===== config.mk =====
export PLATFORM = sky130hd
export DESIGN_NAME = phase_down_timer
export DESIGN_NICKNAME = d
export VERILOG_FILES = /design/src/rtl/traffic_pkg.sv /design/src/rtl/down_counter.sv /design/src/rtl/phase_down_timer.sv
export SDC_FILE = /design/constraint.sdc
export NUM_CORES = 1
export LEC_CHECK = 0
export BUFFER_PORTS_ARGS = -buffer_cell sky130_fd_sc_hd__buf_4
export CAP_MARGIN = 0
export CORE_MARGIN = 2
export CORE_UTILIZATION = 25
export DETAILED_ROUTE_END_ITERATION = 8
export PLACE_DENSITY = 0.45
export SLEW_MARGIN = 20
export SYNTH_ARGS = -nofsm -noshare
export SYNTH_HDL_FRONTEND = slang
export SYNTH_SLANG_ARGS = --single-unit
export TNS_END_PERCENT = 1

===== constraint.sdc =====
create_clock -name Clk -period 1.8 [get_ports Clk]
set_input_delay 0.18 -clock Clk [delete_from_list [all_inputs] [get_ports Clk]]
set_output_delay 0.18 -clock Clk [all_outputs]
set_load 0.1 [all_outputs]

===== src/rtl/traffic_pkg.sv =====
// Shared types and helpers for the traffic-light phase timer: phase encoding,
// lamp codes, phase order and per-phase load values.
package traffic_pkg;

  typedef enum logic [2:0] {
    NS_GREEN  = 3'd0,
    NS_YELLOW = 3'd1,
    RED_A     = 3'd2,
    EW_GREEN  = 3'd3,
    EW_YELLOW = 3'd4,
    RED_B     = 3'd5
  } phase_t;

  localparam logic [2:0] LAMP_R = 3'b100;
  localparam logic [2:0] LAMP_Y = 3'b010;
  localparam logic [2:0] LAMP_G = 3'b001;

  function automatic phase_t next_phase(input phase_t p);
    case (p)
      NS_GREEN:  next_phase = NS_YELLOW;
      NS_YELLOW: next_phase = RED_A;
      RED_A:     next_phase = EW_GREEN;
      EW_GREEN:  next_phase = EW_YELLOW;
      EW_YELLOW: next_phase = RED_B;
      default:   next_phase = NS_GREEN;
    endcase
  endfunction

  function automatic int unsigned load_value(input phase_t p, input int unsigned t_green,
                                             input int unsigned t_yellow,
                                             input int unsigned t_red);
    case (p)
      NS_GREEN, EW_GREEN:   load_value = t_green;
      NS_YELLOW, EW_YELLOW: load_value = t_yellow;
      default:              load_value = t_red;
    endcase
  endfunction

  // Only the direction owning the phase may be non-red.
  function automatic logic [2:0] ns_lamp(input phase_t p);
    case (p)
      NS_GREEN:  ns_lamp = LAMP_G;
      NS_YELLOW: ns_lamp = LAMP_Y;
      default:   ns_lamp = LAMP_R;
    endcase
  endfunction

  function automatic logic [2:0] ew_lamp(input phase_t p);
    case (p)
      EW_GREEN:  ew_lamp = LAMP_G;
      EW_YELLOW: ew_lamp = LAMP_Y;
      default:   ew_lamp = LAMP_R;
    endcase
  endfunction

endpackage


===== src/rtl/down_counter.sv =====
// Loadable down counter with synchronous clear, decrement enable and zero flag.
// Decrement saturates at zero.
module down_counter #(
  parameter int              WIDTH     = 4,
  parameter logic [WIDTH-1:0] RESET_VAL = '0
) (
  input  logic             clk,
  input  logic             srst,
  input  logic             load,
  input  logic [WIDTH-1:0] load_val,
  input  logic             dec,
  output logic [WIDTH-1:0] q,
  output logic             zero
);

  logic [WIDTH-1:0] q_reg;

  always_ff @(posedge clk) begin
    if (srst) begin
      q_reg <= RESET_VAL;
    end else if (load) begin
      q_reg <= load_val;
    end else if (dec && (q_reg != '0)) begin
      q_reg <= q_reg - WIDTH'(1);
    end
  end

  assign q    = q_reg;
  assign zero = (q_reg == '0);

endmodule


===== src/rtl/phase_down_timer.sv =====
// Traffic-light phase sequencer with per-phase down timer and registered lamp decode.
// Optional pedestrian green-shortening is built only when PED_REQ_EN is defined.
module phase_down_timer
  import traffic_pkg::*;
#(
  parameter int WIDTH    = 4,
  parameter int T_GREEN  = 9,
  parameter int T_YELLOW = 2,
  parameter int T_RED    = 1
) (
  input  logic             Clk,
  input  logic             Clear,
  input  logic             Count,
  input  logic             PedReq,
  output logic [0:WIDTH-1] Q,
  output logic [2:0]       NS,
  output logic [2:0]       EW,
  output logic             PhaseDone
);

  localparam logic [WIDTH-1:0] GREEN_VAL = WIDTH'(T_GREEN);

  phase_t           phase_reg, phase_next;
  logic [2:0]       ns_reg, ns_next, ew_reg, ew_next;
  logic             done_reg, done_next;
  logic             cnt_load, cnt_dec, cnt_zero;
  logic [WIDTH-1:0] cnt_load_val, cnt_q;
  logic             phase_valid, shorten;

  assign phase_valid = phase_reg inside {NS_GREEN, NS_YELLOW, RED_A, EW_GREEN, EW_YELLOW, RED_B};

`ifdef PED_REQ_EN
  logic ped_reg, ped_next, entering_red;

  assign entering_red = (phase_next != phase_reg) && ((phase_next == RED_A) || (phase_next == RED_B));
  // A request arriving on the very edge that enters all-red is kept for the next green.
  assign ped_next     = entering_red ? PedReq : (ped_reg | PedReq);
  assign shorten      = ped_reg && ((phase_reg == NS_GREEN) || (phase_reg == EW_GREEN))
                        && (cnt_q > WIDTH'(1));

  always_ff @(posedge Clk) begin
    if (Clear) ped_reg <= 1'b0;
    else       ped_reg <= ped_next;
  end
`else
  logic unused_ped_req;
  assign unused_ped_req = PedReq;
  assign shorten        = 1'b0;
`endif

  down_counter #(
    .WIDTH    (WIDTH),
    .RESET_VAL(GREEN_VAL)
  ) u_counter (
    .clk     (Clk),
    .srst    (Clear),
    .load    (cnt_load),
    .load_val(cnt_load_val),
    .dec     (cnt_dec),
    .q       (cnt_q),
    .zero    (cnt_zero)
  );

  always_ff @(posedge Clk) begin
    if (Clear) begin
      phase_reg <= NS_GREEN;
      ns_reg    <= LAMP_G;
      ew_reg    <= LAMP_R;
      done_reg  <= 1'b0;
    end else begin
      phase_reg <= phase_next;
      ns_reg    <= ns_next;
      ew_reg    <= ew_next;
      done_reg  <= done_next;
    end
  end

  always_comb begin
    phase_next   = phase_reg;
    done_next    = 1'b0;
    cnt_load     = 1'b0;
    cnt_dec      = 1'b0;
    cnt_load_val = '0;
    if (!phase_valid) begin
      phase_next   = NS_GREEN;
      cnt_load     = 1'b1;
      cnt_load_val = GREEN_VAL;
    end else if (Count) begin
      if (cnt_zero) begin
        phase_next   = next_phase(phase_reg);
        cnt_load     = 1'b1;
        cnt_load_val = WIDTH'(load_value(phase_next, T_GREEN, T_YELLOW, T_RED));
        done_next    = 1'b1;
      end else if (shorten) begin
        cnt_load     = 1'b1;
        cnt_load_val = WIDTH'(1);
      end else begin
        cnt_dec = 1'b1;
      end
    end
    ns_next = ns_lamp(phase_next);
    ew_next = ew_lamp(phase_next);
  end

  assign Q         = cnt_q;
  assign NS        = ns_reg;
  assign EW        = ew_reg;
  assign PhaseDone = done_reg;

endmodule


# Word-level counts from Yosys, hierarchy flattened
# Index checks and enable logic that the tools add are counted.
# op_classes
n_addsub,1
multipliers,0
div_mod_pow,0
order_cmp,0
eq_ne,11
n_shift,0
muxes,21
n_bitwise,1
reduce_logical,11
# ops
op,n
two-way mux 4 bit,5
two-way mux 3 bit,6
one-hot mux 3 bit (5 select lines),1
equality test 3 x 2 -> 1 bit (second input constant),4
equality test 3 bit (second input constant),4
one-hot mux 3 bit (2 select lines),2
equality test 3 x 1 -> 1 bit (second input constant),3
logical NOT 3 bit,3
one-hot mux 4 bit (2 select lines),1
two-way mux 1 bit,6
nonzero test 6 bit,1
OR reduction 2 bit,3
logical NOT 4 bit,1
nonzero test 4 bit,1
subtractor 4 x 1 -> 4 bit (second input constant),1
nonzero test 2 bit,1
logical AND 1 bit,1
NOT 1 bit,1
# totals
reg_bits,14
latchBits,0
ram_bits,0
romBits,0
inputBits,4
out_inout_bits,11
elab_cells,50
mem_count,0

# Depth between registers and ports, before layout
# Gate-level depths: netlist (run 1).
# logic_depth
depth_word,12
ltp_mapped,6

# Modules after synthesis
# From an unflattened synthesis (run 1), not the netlist that was laid out.
# hier_totals
hier_cells,80
area_unflattened_um2,723.2
# by_module_without_submodules
module,n_inst,cells_per_inst,area_per_inst_um2,seq_area_each_um2
phase_down_timer,1,50,469.2,200.2
down_counter,1,30,254.0,80.1

# Least setup slack after synthesis (run 1)
# OpenSTA, ideal clock, no wires.
# synth_path
kind,register to register
from,reg u_counter.q_reg[0] (netlist: u_counter.q[0])
to,reg u_counter.q_reg[0] (netlist: u_counter.q[0])
setup_time_ps,120
t_arrival_ps,1977
setup_slack_ps,-297
stages_incl_launch_ff,7
path_buffers,1
synth_period_minus_slack_ps,2097
path_cell_list,dfxtp_1 -> inv_1 -> ha_1 -> nand4bb_4 -> buf_6 -> a31oi_1 -> a211o_1
# synth_via
elab_chain_len,6
# synth_lines
element,line,rtl
"start, declared",down_counter.sv:16,logic [WIDTH-1:0] q_reg;
"start signal, assigned",down_counter.sv:22,q_reg <= load_val;
"start signal, assigned",down_counter.sv:24,q_reg <= q_reg - WIDTH'(1);
logical NOT 4 bit,down_counter.sv:29,assign zero = (q_reg == '0);
two-way mux 1 bit,phase_down_timer.sv:89,if (cnt_zero) begin
two-way mux 1 bit,phase_down_timer.sv:88,end else if (Count) begin
two-way mux 1 bit,phase_down_timer.sv:84,if (!phase_valid) begin
logical AND 1 bit,down_counter.sv:23,end else if (dec && (q_reg != '0)) begin
nonzero test 2 bit (no line),--,
# Several ways; a longest one is shown, not always the timed one. The select of a mux whose other input is x is not followed.
# A chain may end at the register's enable or synchronous reset.

# Worst setup path in the final report (run 1)
# layout_path
from,reg u_counter.q_reg[1] (netlist: u_counter.q[1])
to,reg u_counter.q_reg[0] (netlist: u_counter.q[0])
# Same word-level chain as after synthesis.

==> metrics.txt, run 1 <==
crit path kind reg2reg; Fin Setup TNS 0 ns; worst-path maximum fanout 6; routed via count 557; Reg clk slew, reported paths 0.08 ns; Post-DRT Antenna Nets 0; crit-path cells inv_1, ha_1, and4bb_4, nand3_1, a211o_1; post-CTS setup buffer count 0; CP endpoint u_counter.q[0]; Initial Util 26.7%; leakage 0.313 nW; crit path max-delay cell type dfxtp_2; fin crit share 81.2%; status complete, no violations; FMAX 684 MHz; Post-DP HPWL 941 µm; Clock Sinks 14; Initial DRT Pass Iterations 4; slew margin rel. 70.0%; synthesized cell area 674 µm²; Peak VDD IR 0.000326 V; hold_buf cts 0; diode count 0; Root Driver clkbuf_4; Die H 55.9 µm; antenna violations before repair 0; RR Endpoint u_counter.q[0]; cts repair resizes 0; sequential power share 49.0%; Synth warnings 0; Vias/cell 4.84; Residual DRC 0; Worst Setup Start Kind flip-flop; Comb pwr share 18.2%; CTS tree yes; Sw Pwr 0.196 mW; first-pass GRT wire length 2280 µm; Int Pwr 0.478 mW; reg-to-reg slack, setup 0.34 ns; Worst R2R Path Depth 5; CP required 1.97 ns; Critical Path Max Stage Delay 0.33 ns; total die area 0.00313 mm²; total power 0.674 mW; Setup crit start u_counter.q[1]; final net count 91; Tmin final 1.46 ns; Critical R2R Launch u_counter.q[1]; HP Start Clear; sequential share of the synthesized area 41.6%; Worst Setup End Kind flip-flop; max-slew violation count 0; largest net degree at the start of global routing 15; IO buf count 13; HP Class in2reg; Switching Share 29.1%; Worst EP arrival 1.63 ns; final hold vios 0; GP Congestion 0.732; clk buf depth 2; Congestion Overflow GR 0; routed wire length 1350 µm; H-tree levels 1; vias in the first global route 501; Worst-Skew Late Latency 0.27 ns; Clock Skew 0.00170 ns; post-synth net total 79; Ports 15; area grow syn2layout 20.0%; Wirelength per Cell 11.7 µm; max FFs per register 4; Avg Cell Area, Syn 9.11 µm²; power share of the clock group 32.8%; Num CTS Buffers 3; core footprint 0.00252 mm²; PwrDens 832 mW/mm²; Total Routing Usage GR 9.44%; Die X 55.9 µm; most common cell after layout, fill and taps aside buf_4; Synth cell types 30; post-synthesis cell count 74; RSZ-0062 raised after global routing false; final setup vio count 0; most frequent cells in the layout buf_4, dfxtp_1, a21oi_1, inv_1; post-synthesis register bit count 14; share of layout cells above drive strength 1 29.4%; row count 18; Max Cap Viol 0; DR iter-0 viols 9; worst slew pin tran 0.449 ns
[worst min path at each step]
stage	to	cells past startpoint	slack, ns
floorplan	u_counter.q[3]	3	0.44
global placement	phase_reg[2]	2	0.43
detailed placement	phase_reg[2]	2	0.43
CTS	phase_reg[2]	2	0.13
global route	phase_reg[2]	2	0.14
finish	phase_reg[2]	2	0.14
[power groups by stage]
| stage | logic [mW] | registers (mW) | clock network, mW |
|---|---|---|---|
| floorplan | 0.0465 | 0.393 | 0 |
| global placement | 0.123 | 0.337 | 0 |
| detailed placement | 0.123 | 0.338 | 0 |
| CTS | 0.123 | 0.330 | 0.232 |
| global route | 0.131 | 0.332 | 0.252 |
| finish | 0.123 | 0.330 | 0.221 |
[layout make-up]
type,count,area [µm²]
fillers,273,1710
multi-input cells,49,334
flip-flops and latches,14,285
repair buffers,13,97.6
well taps,30,37.5
clock buffers,4,36.3
inverters,5,18.8
[layer usage]
layer	vias up	share of wire [%]	GRT usage, %
met5	-	0	0
met3	4	6.8	3.49
met1	256	48	12.6
met2	14	43	12.6
met4	0	1.9	6.12
li1	283	-	-
[cells in the mapped netlist (all sizes together)]
cell / n / area share, %
mux2i: 1 / 1.5
and4bb: 1 / 2.4
a211o: 1 / 1.3
nor3b: 1 / 1.1
dfxtp: 14 / 42
a221oi: 2 / 2.6
inv: 5 / 2.8
or3: 1 / 0.93
a211oi: 1 / 1.1
mux2: 1 / 1.7
ha: 1 / 1.9
a31oi: 2 / 1.9
o21ai: 5 / 3.7
nor3: 2 / 1.5
clkbuf: 1 / 0.74
or2: 1 / 0.93
buf: 5 / 5.4
nand4bb: 1 / 4.1
nand2: 3 / 1.7
xnor2: 3 / 3.9
a21o: 2 / 2.2
nand2b: 1 / 0.93
nand3: 4 / 3.0
a21oi: 8 / 5.9
nor2: 4 / 2.2
nor2b: 2 / 1.9
nand4b: 1 / 1.3
[metrics by stage]
step | setup slack (ns) | hold WS, ns | area, µm² | std cells | utilization, %
4_1_cts | 0.318 | 0.132 | 810 | 115 | 32.1
3_3_place_gp | 0.335 | 0.433 | 773 | 111 | 30.7
3_5_place_dp | 0.337 | 0.432 | 773 | 111 | 30.7
6_report | 0.338 | 0.143 | 810 | 115 | 32.1
2_1_floorplan | 0.0624 | 0.444 | 679 | 74 | -
5_1_grt | 0.203 | 0.139 | 810 | 115 | 32.1
[critical path, delay by kind of cell, from the launching register on]
kind / cells / cell delay, ns
buffers and inverters: 1 / 0.07
adders and majority gates: 1 / 0.26
AOI/OAI and AO/OA: 1 / 0.26
and+or+nand+nor: 2 / 0.43
DFF: 1 / 0.33
[cells by family (layout without fill, tap and decap cells)]
group,count (synthesis),after routing,share of synthesized area [%]
simple gates,22,22,21.9
mux,2,2,3.15
fa+ha+maj,1,1,1.85
compound gates,21,21,18.7
flops,14,14,41.6
buf+inv,11,22,8.90
xor+xnor,3,3,3.90
No activity file was read; power rests on OpenSTA's default activity.
==> run 2, diff against run 1 <==
--- a/config.mk
+++ b/config.mk
@@ -5,6 +5,7 @@
 export SDC_FILE = /design/constraint.sdc
 export NUM_CORES = 1
 export LEC_CHECK = 0
+export ABC_AREA = 1
 export BUFFER_PORTS_ARGS = -buffer_cell sky130_fd_sc_hd__buf_4
 export CAP_MARGIN = 0
 export CORE_MARGIN = 2
==> constraint.sdc (replaced) <==
create_clock -name Clk -period 1.4 [get_ports Clk]
set_input_delay 0.14 -clock Clk [delete_from_list [all_inputs] [get_ports Clk]]
set_output_delay 0.14 -clock Clk [all_outputs]
set_load 0.1 [all_outputs]
==> metrics.txt, run 2 <==
status complete, no violations (unchanged); Peak VDD IR 0.000428 V (was 0.000326 V); post-CTS setup buffer count 0 (unchanged); Synth area leaders dfxtp_1, nand2_1, inv_1 (was dfxtp_1, a21oi_1, nand4bb_4); Critical Path Max Stage Delay 0.38 ns (was 0.33 ns); GP Congestion 0.865 (was 0.732); final core occ 35.3% (was 32.1%); Residual DRC 0 (unchanged); hold_buf cts 0 (unchanged); Synth Flop Type dfxtp_1 (unchanged); Worst-Skew Late Latency 0.28 ns (was 0.27 ns); Clock Sinks 14 (unchanged); Vias/cell 4.09 (was 4.84); Synth warnings 0 (unchanged); worst slew pin tran 0.301 ns (was 0.449 ns); Synth cell types 20 (was 30); FMAX 757 MHz (was 684 MHz); PwrDens 1080 mW/mm² (was 832 mW/mm²); sequential share of the synthesized area 43.2% (was 41.6%); vias in the first global route 523 (was 501); Post-DRT Antenna Nets 0 (unchanged); fin worst setup slack 0.0781 ns (was 0.338 ns); largest net degree at the start of global routing 9 (was 15); Max Cap Viol 0 (unchanged); Fin Setup TNS 0 ns (unchanged); total die area 0.00302 mm² (was 0.00313 mm²); DR iter-0 viols 3 (was 9); IO buf count 13 (unchanged); share of layout cells above drive strength 1 41.1% (was 29.4%); RSZ-0062 raised after global routing true (was false); Post-DP HPWL 988 µm (was 941 µm); Die H 55.0 µm (was 55.9 µm); clk buf depth 2 (unchanged); leading area contributor after synthesis dfxtp_1 (unchanged); Num CTS Buffers 3 (unchanged); Reg clk slew, reported paths 0.09 ns (was 0.08 ns); post-synthesis register bit count 14 (unchanged); diode count 0 (unchanged); Total Routing Usage GR 10.6% (was 9.44%); most common cell after layout, fill and taps aside nand2_1 (was buf_4); most common cell in the netlist nand2_1 (was dfxtp_1); routed via count 560 (was 557); cell mode on critical path nand2_2; CTS tree yes (unchanged); most frequent cells in the layout nand2_1, inv_1, buf_4, dfxtp_1 (was buf_4, dfxtp_1, a21oi_1, inv_1); Congestion Overflow GR 0 (unchanged); final net count 113 (was 91); crit path max-delay cell type dfxtp_4 (was dfxtp_2); post-synth net total 96 (was 79); first-pass GRT wire length 2260 µm (was 2280 µm); CP required 1.58 ns (was 1.97 ns); Initial DRT Pass Iterations 2 (was 4); Wirelength per Cell 9.72 µm (was 11.7 µm); crit path kind reg2reg (unchanged); synthesized cell area 649 µm² (was 674 µm²); Clock Skew 0.00332 ns (was 0.00170 ns); core footprint 0.00248 mm² (was 0.00252 mm²); H-tree levels 1 (unchanged); crit-path cells inv_4, ha_4, nand2_2, inv_2, nand2_4, nand2_2, nand2_2, nand3_2, nor2_2, nor2_1 (was inv_1, ha_1, and4bb_4, nand3_1, a211o_1); Ports 15 (unchanged); max-slew violation count 0 (unchanged); Synth top area share 43.2% (was 41.6%); critical path's top delay family simple AND/OR/NAND/NOR gates (unchanged); routed wire length 1330 µm (was 1350 µm); final setup vio count 0 (unchanged); dpl ws 0.0759 ns (was 0.337 ns); Tmin final 1.32 ns (was 1.46 ns); antenna violations before repair 0 (unchanged); final hold vios 0 (unchanged); Worst Setup Start Kind flip-flop (unchanged); leakage 0.455 nW (was 0.313 nW); slew margin rel. 80.0% (was 70.0%); WP buf/inv 2 (was 1); most frequent cells after synthesis nand2_1, inv_1, dfxtp_1 (was dfxtp_1, a21oi_1, inv_1); Worst EP arrival 1.50 ns (was 1.63 ns); HP Class in2reg (unchanged); fin crit share 94.4% (was 81.2%); worst-path maximum fanout 5 (was 6); Post-synth EDFFs 0 (unchanged); area grow syn2layout 34.7% (was 20.0%); FFs w/ async S/R, synth 0% (unchanged); row count 18 (unchanged); Worst Setup End Kind flip-flop (unchanged); Avg Cell Area, Syn 7.14 µm² (was 9.11 µm²); Root Driver clkbuf_4 (unchanged); post-synthesis cell count 91 (was 74); max FFs per register 4 (unchanged); Initial Util 26.2% (was 26.7%); Die X 55.0 µm (was 55.9 µm)
[run 2: cell type report]
type / instances / area [µm²]
sequential: 14 / 290
fill: 273 / 1600
inverter: 18 / 72.6
clock buffer: 4 / 36.3
multi-input combinational: 58 / 340
timing repair buffer: 13 / 97.6
tap: 30 / 37.5
[run 2: power breakdown]
part           leakage [nW]  internal [mW]  switching, mW
registers             0.115          0.414         0.0155
clock network        0.0210          0.158          0.137
logic                 0.319         0.0566          0.164
total                 0.455          0.628          0.316
[run 2: stage by stage]
step	hold slack, ns	cell area, µm²	power (mW)	std cells
2_1_floorplan	0.209	689	0.614	91
3_3_place_gp	0.375	813	0.654	133
3_5_place_dp	0.378	813	0.655	133
4_1_cts	0.0770	850	0.952	137
5_1_grt	0.0884	875	1.00	137
6_report	0.0895	875	0.945	137
[run 2: per-layer routing]
layer  up-vias  track usage (%)  share of wire [%]  wire length (µm)
met2        10             15.5                 44               591
met5         -                0                  0                 0
li1        311                -                  -                 -
met1       237             14.9                 51               676
met4         0             4.88                1.1                15
met3         2             2.42                3.6                48
[run 2: logic make-up (layout without fill, tap and decap cells)]
kind of cell	after synthesis	after routing	share of synthesized area, %
AND/OR/NAND/NOR	49	49	35.6
buffers and inverters	19	35	12.1
flip-flops	14	14	43.2
AO/OA/AOI/OAI	8	8	7.13
adder cells (fa/ha/maj)	1	1	1.93
[run 2: final timing paths]
path                                startpoint              to  slack (ns)  cells past startpoint
worst max register to register  u_counter.q[1]           EW[2]        0.08                     10
worst min-delay path                     Clear    phase_reg[0]        0.09                      2
worst min register to register  u_counter.q[1]  u_counter.q[1]        0.58                      4
worst max-delay path            u_counter.q[1]           EW[2]        0.08                     10
[run 2: worst register-to-register path: stages (launching register included)]
cell and delay, ns:
dfxtp_4 0.38, inv_4 0.04, ha_4 0.15, nand2_2 0.05
inv_2 0.06, nand2_4 0.09, nand2_2 0.08, nand2_2 0.10
nand3_2 0.09, nor2_2 0.13, nor2_1 0.05
[run 2: repair_timing]
| item | 4_1_cts | 5_1_grt |
|---|---|---|
| endpoints found under the setup margin | 0 | 5 |
| gates resized for setup | 0 | 7 |
| endpoints found under the hold margin | 0 | 0 |
==> run 3, diff against run 2 <==
--- a/config.mk
+++ b/config.mk
@@ -9,9 +9,9 @@
 export BUFFER_PORTS_ARGS = -buffer_cell sky130_fd_sc_hd__buf_4
 export CAP_MARGIN = 0
 export CORE_MARGIN = 2
-export CORE_UTILIZATION = 25
+export CORE_UTILIZATION = 49
 export DETAILED_ROUTE_END_ITERATION = 8
-export PLACE_DENSITY = 0.45
+export PLACE_DENSITY = 0.76
 export SLEW_MARGIN = 20
 export SYNTH_ARGS = -nofsm -noshare
 export SYNTH_HDL_FRONTEND = slang
==> metrics.txt, run 3 (synthesis gave the netlist of run 2 again) <==
worst slew pin tran 0.273 ns (was 0.301 ns); core footprint 0.00127 mm² (was 0.00248 mm²); hold_buf cts 0 (unchanged); clk buf depth 2 (unchanged); Clock Skew 0.00144 ns (was 0.00332 ns); crit path max-delay cell type dfxtp_4 (unchanged); cell mode on critical path inv_4 (was nand2_2); Non-Filler Instances 122 (was 137); diode count 0 (unchanged); slew margin rel. 81.8% (was 80.0%); vias in the first global route 556 (was 523); routed wire length 1400 µm (was 1330 µm); power share of the clock group 30.7% (was 31.2%); DR iter-0 viols 9 (was 3); area grow syn2layout 30.8% (was 34.7%); most common cell after layout, fill and taps aside nand2_1 (unchanged); Initial Util 51.2% (was 26.2%); final core occ 67.0% (was 35.3%); Int Pwr 0.628 mW (about the same); Fin Setup TNS 0 ns (unchanged); WP buf/inv 3 (was 2); Tmin final 1.32 ns (about the same); max FFs per register 4 (unchanged); most frequent cells in the layout nand2_1, inv_1, buf_4, dfxtp_1 (unchanged); post-CTS setup buffer count 0 (unchanged); GP Congestion 0.851 (was 0.865); Worst-Skew Late Latency 0.28 ns (about the same); crit-path cells inv_4, ha_4, nand2_2, inv_4, nand2_4, nand2_1, nand3_2, inv_1, nor2_2, nor2_1 (was inv_4, ha_4, nand2_2, inv_2, nand2_4, nand2_2, nand2_2, nand3_2, nor2_2, nor2_1); CP required 1.58 ns (about the same); status complete, no violations (unchanged); fin crit share 94.5% (was 94.4%); FMAX 756 MHz (was 757 MHz); Post-DP HPWL 970 µm (was 988 µm); Initial DRT Pass Iterations 4 (was 2); largest net degree at the start of global routing 9 (unchanged); reg-to-reg slack, setup 0.08 ns (about the same); Switching Share 33.3% (was 33.5%); RSZ-0062 raised after global routing true (unchanged); Residual DRC 0 (unchanged); Total Routing Usage GR 21.5% (was 10.6%); cell count after placement 118 (was 133); storage element area 290 µm² (unchanged); critical path's top delay family simple AND/OR/NAND/NOR gates (unchanged); filler instances 109 (was 273); Num CTS Buffers 3 (unchanged); area occupied by multi-input gates 332 µm² (was 340 µm²); Die X 40.4 µm (was 55.0 µm); Root Driver clkbuf_4 (unchanged); row count 13 (was 18); worst hold stages 2 (unchanged); Reg clk slew, reported paths 0.08 ns (was 0.09 ns); Vias/cell 4.99 (was 4.09); Worst Setup End Kind flip-flop (unchanged); final hold vios 0 (unchanged); share of layout cells above drive strength 1 38.3% (was 41.1%); Worst R2R Path Depth 10 (unchanged); final setup vio count 0 (unchanged); leakage 0.455 nW (about the same); Comb pwr share 23.8% (was 23.4%); max-slew violation count 0 (unchanged); final net count 113 (unchanged); PwrDens 1110 mW/mm² (was 1080 mW/mm²); worst-path maximum fanout 5 (unchanged); Peak VDD IR 0.000703 V (was 0.000428 V); H-tree levels 1 (unchanged); Sw Pwr 0.314 mW (was 0.316 mW); Ports 15 (unchanged); Max Cap Viol 0 (unchanged); Critical Path Max Stage Delay 0.38 ns (about the same); WHS 0.0878 ns (was 0.0895 ns); Congestion Overflow GR 0 (unchanged); Wirelength per Cell 11.5 µm (was 9.72 µm); routed via count 609 (was 560); HP Class in2reg (unchanged); critical path depth 10 (unchanged); Clock Sinks 14 (unchanged); IO buf count 13 (unchanged); CTS tree yes (unchanged); total die area 0.00163 mm² (was 0.00302 mm²); sequential power share 45.6% (was 45.4%); crit path kind reg2reg (unchanged); cts repair resizes 0 (unchanged); Worst EP arrival 1.50 ns (about the same); antenna violations before repair 0 (unchanged); Post-DRT Antenna Nets 0 (unchanged); Die H 40.4 µm (was 55.0 µm); first-pass GRT wire length 2300 µm (was 2260 µm); Worst Setup Start Kind flip-flop (unchanged); total power 0.943 mW (was 0.945 mW)
run 3: changes by cell type in the layout (fill, tap and decap cells not counted):
cell | previous run | this run
inv_2 | 3 | 2
a21oi_2 | 1 | 0
nand2_2 | 7 | 5
inv_4 | 2 | 3
a21oi_1 | 2 | 3
nand2_1 | 16 | 18
run 3: stage by stage:
stage / cell area (µm²) / worst slack, ns
2_1_floorplan: 689 / -0.0407
3_3_place_gp: 795 / 0.0992
3_5_place_dp: 795 / 0.0759
4_1_cts: 831 / 0.0403
5_1_grt: 850 / -0.0356
6_report: 850 / 0.0771
run 3: worst paths after layout:
check                               startpoint      endpoint
worst max-delay path            u_counter.q[1]         EW[2]
worst max register to register  u_counter.q[1]         EW[2]
worst min-delay path                     Clear  phase_reg[0]
worst min register to register    phase_reg[1]         EW[0]
run 3: layout make-up:
cell class	instances	share of cell area [%]
clock buffer	4	4.27
inverter	18	8.84
multi-input combinational	58	39.0
sequential	14	34.2
tap	15	2.21
timing repair buffer	13	11.5
run 3: power groups by stage:
stage	logic (mW)	registers, mW	clock network, mW
floorplan	0.0816	0.532	0
global placement	0.212	0.438	0
detailed placement	0.216	0.439	0
CTS	0.219	0.430	0.290
global route	0.240	0.432	0.311
finish	0.224	0.430	0.289
run 3: metal layers:
| metal | routed length, µm | GRT usage, % | vias to the layer above |
|---|---|---|---|
| met4 | 36 | 10.0 | 0 |
| li1 | - | - | 312 |
| met5 | 0 | 0 | - |
| met2 | 696 | 34.1 | 16 |
| met3 | 48 | 3.89 | 7 |
| met1 | 618 | 27.7 | 274 |
